## src/rtl/hazard_forward_unit.sv

```systemverilog
// Forwarding and load-use hazard unit: tracks in-flight destination tags, produces a
// registered per-port EX bypass select and a combinational load-use stall.
module hazard_forward_unit #(
    parameter int  NUM_RD_PORTS = 2,
    parameter int  REG_ADDR_W   = 5,
    parameter int  DEPTH        = 3,
    parameter int  LOAD_STAGE   = 3,
    localparam int SEL_W        = $clog2(DEPTH + 1)
) (
    input  logic                               clk,
    input  logic                               rst,
    input  logic                               id_valid,
    input  logic                               id_regW_en,
    input  logic                               id_is_load,
    input  logic [REG_ADDR_W-1:0]              id_regD,
    input  logic [NUM_RD_PORTS*REG_ADDR_W-1:0] id_src,
    input  logic [NUM_RD_PORTS-1:0]            id_src_used,
    input  logic                               flush,
    output logic                               stall,
    output logic [NUM_RD_PORTS*SEL_W-1:0]      ex_fwd_sel,
    output logic [15:0]                        stall_cnt
);
    // The WB entry never produces a select (register file is write-through),
    // so only stages 1..DEPTH-1 are stored.
    localparam int TRK = DEPTH - 1;

    logic                  tag_vld_p  [1:TRK];
    logic                  tag_wen_p  [1:TRK];
    logic                  tag_load_p [1:TRK];
    logic [REG_ADDR_W-1:0] tag_rd_p   [1:TRK];

    logic [NUM_RD_PORTS-1:0]       port_found;
    logic [NUM_RD_PORTS-1:0]       port_haz;
    logic [NUM_RD_PORTS*SEL_W-1:0] sel_nxt;
    logic                          advance;

    function automatic logic [15:0] sat_inc(input logic [15:0] v);
        return (v == 16'hFFFF) ? v : v + 16'd1;
    endfunction

    // ID stage: compare sources against tracked producers, youngest first
    always_comb begin
        port_found = '0;
        port_haz   = '0;
        sel_nxt    = '0;
        for (int r = 0; r < NUM_RD_PORTS; r++) begin
            for (int s = 1; s <= TRK; s++) begin
                if (!port_found[r] && id_src_used[r] && tag_vld_p[s] && tag_wen_p[s] &&
                    (tag_rd_p[s] != '0) &&
                    (tag_rd_p[s] == id_src[r*REG_ADDR_W +: REG_ADDR_W])) begin
                    port_found[r]              = 1'b1;
                    sel_nxt[r*SEL_W +: SEL_W]  = SEL_W'(s + 1);
                    port_haz[r]                = tag_load_p[s] && ((s + 1) < LOAD_STAGE);
                end
            end
        end
    end

    assign stall   = (|port_haz) && !rst && !flush;
    assign advance = id_valid && !stall && !flush;

    // ID -> EX boundary: control state
    always_ff @(posedge clk) begin
        if (rst) begin
            for (int s = 1; s <= TRK; s++) begin
                tag_vld_p[s] <= 1'b0;
            end
            ex_fwd_sel <= '0;
            stall_cnt  <= '0;
        end else begin
            tag_vld_p[1] <= advance;
            for (int s = 2; s <= TRK; s++) begin
                tag_vld_p[s] <= tag_vld_p[s-1];
            end
            ex_fwd_sel <= advance ? sel_nxt : '0;
            if (stall) begin
                stall_cnt <= sat_inc(stall_cnt);
            end
        end
    end

    // ID -> EX boundary: tag payload, qualified by the valid bits above
    always_ff @(posedge clk) begin
        tag_wen_p[1]  <= id_regW_en;
        tag_load_p[1] <= id_is_load;
        tag_rd_p[1]   <= id_regD;
        for (int s = 2; s <= TRK; s++) begin
            tag_wen_p[s]  <= tag_wen_p[s-1];
            tag_load_p[s] <= tag_load_p[s-1];
            tag_rd_p[s]   <= tag_rd_p[s-1];
        end
    end

endmodule

```

## config.mk

```make
export PLATFORM = sky130hd
export DESIGN_NAME = hazard_forward_unit
export DESIGN_NICKNAME = d
export VERILOG_FILES = /design/src/rtl/hazard_forward_unit.sv
export SDC_FILE = /design/constraint.sdc
export NUM_CORES = 1
export LEC_CHECK = 0
export CELL_PAD_IN_SITES_DETAIL_PLACEMENT = 2
export CELL_PAD_IN_SITES_GLOBAL_PLACEMENT = 2
export CORE_UTILIZATION = 32
export CTS_BUF_LIST = sky130_fd_sc_hd__clkbuf_2
export CTS_CLUSTER_SIZE = 40
export DETAILED_ROUTE_END_ITERATION = 10
export PLACE_DENSITY = 0.94
export REMOVE_ABC_BUFFERS = 1
export SYNTH_ARGS = -nofsm -noshare
export SYNTH_HDL_FRONTEND = slang
export SYNTH_SLANG_ARGS = --single-unit
```

## constraint.sdc

```tcl
create_clock -name clk -period 4 [get_ports clk]
set_clock_uncertainty 0.05 [all_clocks]
set_input_delay 0.6 -clock clk [delete_from_list [all_inputs] [get_ports clk]]
set_output_delay 0.6 -clock clk [all_outputs]
set_load 0.01 [all_outputs]
```

## After elaboration in Yosys (flattened, before gate mapping)

Memory sizes are Yosys's and may differ from the RTL's.
Cells that the tools add are included.

| word-level totals | value |
|---|---|
| bits in writable memories | 16 |
| logic and storage cells | 63 |
| memories | 4 |
| bits in registers | 20 |
| output and inout bits | 21 |
| bits of input ports | 23 |

Memories:

| name | depth | bits a word | rd ports | clocked after memory_dff | wr ports | RTL line | RTL |
|---|---|---|---|---|---|---|---|
| tag_rd_p | 2 | 5 | 2 | 0 | 2 | 30 | `logic [REG_ADDR_W-1:0] tag_rd_p [1:TRK];` |
| tag_load_p | 2 | 1 | 1 | 0 | 2 | 29 | `logic tag_load_p [1:TRK];` |
| tag_vld_p | 2 | 1 | 2 | 0 | 2 | 27 | `logic tag_vld_p [1:TRK];` |
| tag_wen_p | 2 | 1 | 2 | 0 | 2 | 28 | `logic tag_wen_p [1:TRK];` |

| operators by class | value |
|---|---|
| bitwise operators | 4 |
| reduce and logical (&&, ||, !) cells | 32 |
| mux-type cells | 15 |
| add/sub/neg operators | 1 |
| equality and inequality tests | 5 |

Operators with widths:

| operator | count |
|---|---|
| logical AND 1 bit | 22 |
| == test 5 bit | 4 |
| adder 16 x 1 -> 16 bit, second input constant | 1 |
| == test 16 bit, second input constant | 1 |
| 2-to-1 mux 1 bit | 11 |
| nonzero test 5 bit | 2 |
| 2-to-1 mux 2 bit | 4 |
| logical NOT 1 bit | 5 |
| OR reduction 2 bit | 2 |
| inverter 1 bit | 2 |
| OR 1 bit | 2 |
| AND reduction 2 bit | 1 |

## Longest topological paths before layout

| logic depth | value |
|---|---|
| word-level depth | 20 |
| mapped depth | 8 |

## Worst setup path after synthesis

OpenSTA, ideal clock, no wires.

| timing | value |
|---|---|
| path type | register -> output |
| start | memory tag_rd_p[1][0] |
| end | output stall |
| buffers on the path | 2 |
| setup slack | 1.774 ns |
| arrival | 1.576 ns |
| data required time | 3.350 ns |
| stages on the path, launching flop included | 8 |
| path through | dfxtp_1 > or3_1 > o311a_4 > and3_4 > buf_6 > o21ai_4 > buf_6 > inv_1 |

RTL lines:

| element | RTL line | RTL |
|---|---|---|
| start: declaration | 30 |  |
| end: declaration | 19 | `output logic stall,` |

## Worst setup path after layout

| timing | value |
|---|---|
| start | input id_src[9] |
| end | output stall |

| between the ends | value |
|---|---|
| longest elaborated chain between the ends | 13 |

RTL lines:

| element | RTL line | RTL |
|---|---|---|
| start: declaration | 16 | `input logic [NUM_RD_PORTS*REG_ADDR_W-1:0] id_src,` |
| == test 5 bit | 50 | `(tag_rd_p[s] == id_src[r*REG_ADDR_W +: REG_ADDR_W])) begin` |
| logical AND 1 bit | 49 | `(tag_rd_p[s] != '0) &&` |
| 2-to-1 mux 1 bit | 48 | `if (!port_found[r] && id_src_used[r] && tag_vld_p[s] && tag_wen_p[s] &&` |
| logical NOT 1 bit | 48 |  |
| logical AND 1 bit (4 in series) | 48 |  |
| logical AND 1 bit | 49 |  |
| 2-to-1 mux 1 bit (*) | 48 |  |
| OR reduction 2 bit (*) | 59 | `assign stall = (\|port_haz) && !rst && !flush;` |
| logical AND 1 bit (*) (2 in series) | 59 |  |

Every way passes the cells marked *; elsewhere a longest branch is shown, timed or not.

==> key figures <==
Die
  • Starting Density: 34.3%
  • Core area: 4850 µm²
  • Die height: roughly 74 µm
  • Die X: between 70 and 80 µm
  • IO Pins: 44
  • Core Rows: 25
  • Die ar.: 5490 µm²

Logic synthesis
  • Largest family of logic cells by synthesized area: simple AND/OR/NAND/NOR gates
  • Syn_area_per_cell: 9.61 µm²
  • Post-synth top area share: 42.1%
  • Commonest cells post-synth: dfxtp_1 (35), xor2_1 (18), a21oi_1 (10), nand2_1 (9)
  • XOR/XNOR Fraction of Synth Area: a little under an eighth
  • Multiplexer area fraction after synthesis: 0%
  • Asr flop ratio synth: 0%
  • Adder-cell share of the synthesized area: 0.752%
  • Synth Area in Compound Gates: 18.3%
  • Count leader, synth: dfxtp_1
  • Post-Synth Simple-Gate Area: a little under a quarter
  • Yosys cell types: 47
  • Synth area leaders: dfxtp_1 (42%), xor2_1 (9.5%), a21oi_1 (3.0%)
  • Ys flop type: dfxtp_1
  • Seq cells post-synth: 35
  • Number of synthesis warnings: 0
  • Post-Synthesis Cells: ~170
  • Post-Syn Area: 1660 µm²
  • Part of the Yosys area used for sequential elements: 42.1%
  • EDFF count, synth: 0
  • Yosys top cell by area: dfxtp_1

Clocking
  • # hold bufs at CTS: 0
  • Clock Latency Late Sink: 0.39 ns
  • Setup Buffers After CTS: 0
  • CTS tree: built
  • Clock Tree Buf Depth: 2
  • Post_cts resized: 0
  • Sinks on Clock Net: 35
  • Reg clk slew, reported paths: 0.17 ns
  • H-tree depth: 2
  • Root buf cell: clkbuf_2
  • Total CTS buffers: 5

Timing
  • Slew Limit Fails: 0
  • Worst slew pin tran: 0.599 ns
  • Fin crit share: 84.8%
  • Final Critical Period: 3.39 ns
  • Finish-stage setup viols: 0
  • Post-route setup slack: 0.610 ns
  • Relative slew slack: 59.7%
  • Final TNS setup: 0 ns
  • Unrepaired setup endpoints after global routing: false
  • Hold Fails Final Rpt: 0
  • Achievable frequency: 0.295 GHz

GRT
  • GRT Residual Overflow: 0
  • Number of global-route vias before repair: 1734
  • GRT Util Overall: 21.6%
  • Initial antenna violation count: 0
  • First-pass GRT wire length: 8.78 mm
  • Pin count of the biggest net entering global routing: 16

Cells and area
  • Fin cells: 286
  • Synthesis-to-layout area growth: 30.7%
  • Nets: 242
  • Proportion of layout cells with a drive suffix above 1: 8.68%
  • Fin util: 44.8%
  • Ant diodes: 0

Routing
  • Final WL: 5.32 mm
  • First DRT Iteration DRCs: 39
  • DRT antenna net count: 0
  • Drc violations: 0
  • Wire per inst: between 15 and 20 µm
  • DRT Pass-1 Iters: 4
  • DR vias/cell: 5.36
  • DR vias: 1532

Placement
  • Place WS: ~0.6 ns
  • GP Congestion: just under 0.8
  • Final HPWL DP: 4.17 mm
  • IO buf count: 43
  • Placed Cells: 278

Power and ir drop
  • Pwr/cell area: 272 nW/µm²
  • Lkg Pwr: 0.745 nW
  • Sequential Power Share: 62.0%
  • VDD IR max: 0.000109 V
  • Combinational share of power: 9.5%
  • Clock share of power: roughly 28%
  • Sw Share: 26.6%
  • Sw power: 0.157 mW
  • P_int: 0.433 mW

Setup path
  • RR Startpoint: tag_rd_p[1][4]$_DFF_P_
  • Slowest cell on the critical path: clkdlybuf4s50_1
  • Crit-path cells: clkdlybuf4s50_1 > xor2_1 > nor4_1 > and3_1 > o21ai_4 > inv_1 > clkdlybuf4s50_1
  • R2R setup slack: 1.65 ns
  • Startpoint Class: input pin
  • CP Class: input pin to output port
  • Worst Path Required: 3.35 ns
  • Path depth of the worst reg2reg path: 6
  • Largest stage delay, worst path: about 0.53 ns
  • Crit path DAT: 2.74 ns
  • CP bufs+invs: 3
  • Crit. End Element: output port
  • Top cell family by delay on the critical path: buffers and inverters
  • Crit path max fanout: 12
  • FF-to-FF End: stall_cnt[6]$_SDFFE_PP0P_
  • Critical path's most frequent cell: clkdlybuf4s50_1

Flow run
  • Max Cap Violations: 0

Min path
  • Hold_sp: tag_wen_p[1]$_DFF_P_
  • Worst hold path type: flop to flop
  • Worst Hold End: tag_wen_p[2]$_DFF_P_
  • Hold path cells: 0

Outcome
  • Status: completed
## worst max-delay path by stage
stage / slack [ns] / endpoint / depth (start not counted) / startpoint
detailed placement: 0.59 / stall / 7 / id_src[9]
CTS: 0.58 / stall / 7 / id_src[9]
global route: 0.48 / stall / 7 / id_src[9]
floorplan: 1.80 / stall_cnt[4]$_SDFFE_PP0P_ / 6 / id_src[9]
finish: 0.61 / stall / 7 / id_src[9]
global placement: 0.71 / stall / 7 / id_src[9]
## cell type report
cell class	instances	area, µm²
Inverter	5	18.8
Fill cell	515	2680
Sequential cell	35	701
Clock inverter	2	12.5
Multi-Input combinational cell	127	890
Clock buffer	6	30.0
Timing Repair Buffer	44	438
Tap cell	67	83.8
## routing by layer
layer | wire [µm] | part of all wire [%] | vias to the layer above | track usage (%)
met1 | 2370 | 45 | 754 | 26.4
li1 | - | - | 740 | -
met3 | 145 | 2.7 | 7 | 5.01
met2 | 2750 | 52 | 31 | 37.7
met5 | 0 | 0 | - | 0
met4 | 61 | 1.1 | 0 | 6.41
## sequential cells by signal, summed over array words and instances, names as in the netlist
signal      cells
tag_vld_p       2
ex_fwd_sel      4
tag_rd_p       10
stall_cnt      16
tag_load_p      1
tag_wen_p       2
## power by group through the flow
| stage | clock, mW | combinational (mW) | sequential [mW] |
|---|---|---|---|
| 2_1_floorplan | 0 | 0.0207 | 0.370 |
| 3_3_place_gp | 0 | 0.0541 | 0.373 |
| 6_report | 0.168 | 0.0563 | 0.366 |
| 3_5_place_dp | 0 | 0.0565 | 0.373 |
| 5_1_grt | 0.191 | 0.0610 | 0.368 |
| 4_1_cts | 0.172 | 0.0570 | 0.366 |
## per-stage QoR
step | power (mW) | cell area [µm²] | hold slack, ns
2_1_floorplan | 0.391 | 1610 | 0.299
3_3_place_gp | 0.427 | 2130 | 0.307
3_5_place_dp | 0.430 | 2130 | 0.311
4_1_cts | 0.595 | 2170 | 0.332
5_1_grt | 0.620 | 2170 | 0.341
6_report | 0.590 | 2170 | 0.329
## cells by family (layout without fill, tap and decap cells)
logic type	count (synthesis)	after routing
and+or+nand+nor	64	64
AOI/OAI and AO/OA	40	40
DFF	35	35
xor gates and xnor gates	22	22
buffers and inverters	11	57
adders and majority gates	1	1
## layout by cell type (no fill, tap or decap), drive strengths merged, types with 2 or more instances in the layout
master / synthesis / final
a21oi: 10 / 10
and2: 4 / 4
o211ai: 3 / 3
o31ai: 3 / 3
nor2: 7 / 7
xor2: 18 / 18
nor4: 6 / 6
and4: 3 / 3
o21ai: 7 / 7
inv: 5 / 5
and3: 5 / 5
nand2: 9 / 9
clkbuf: 1 / 6
o311a: 2 / 2
o41ai: 4 / 4
nand4: 5 / 5
nor3: 2 / 2
xnor2: 4 / 4
o311ai: 2 / 2
nand3: 9 / 9
or4: 2 / 2
clkdlybuf4s50: 0 / 43
dfxtp: 35 / 35
or3: 9 / 9
Note: power is estimated with default switching activity, not from simulation.
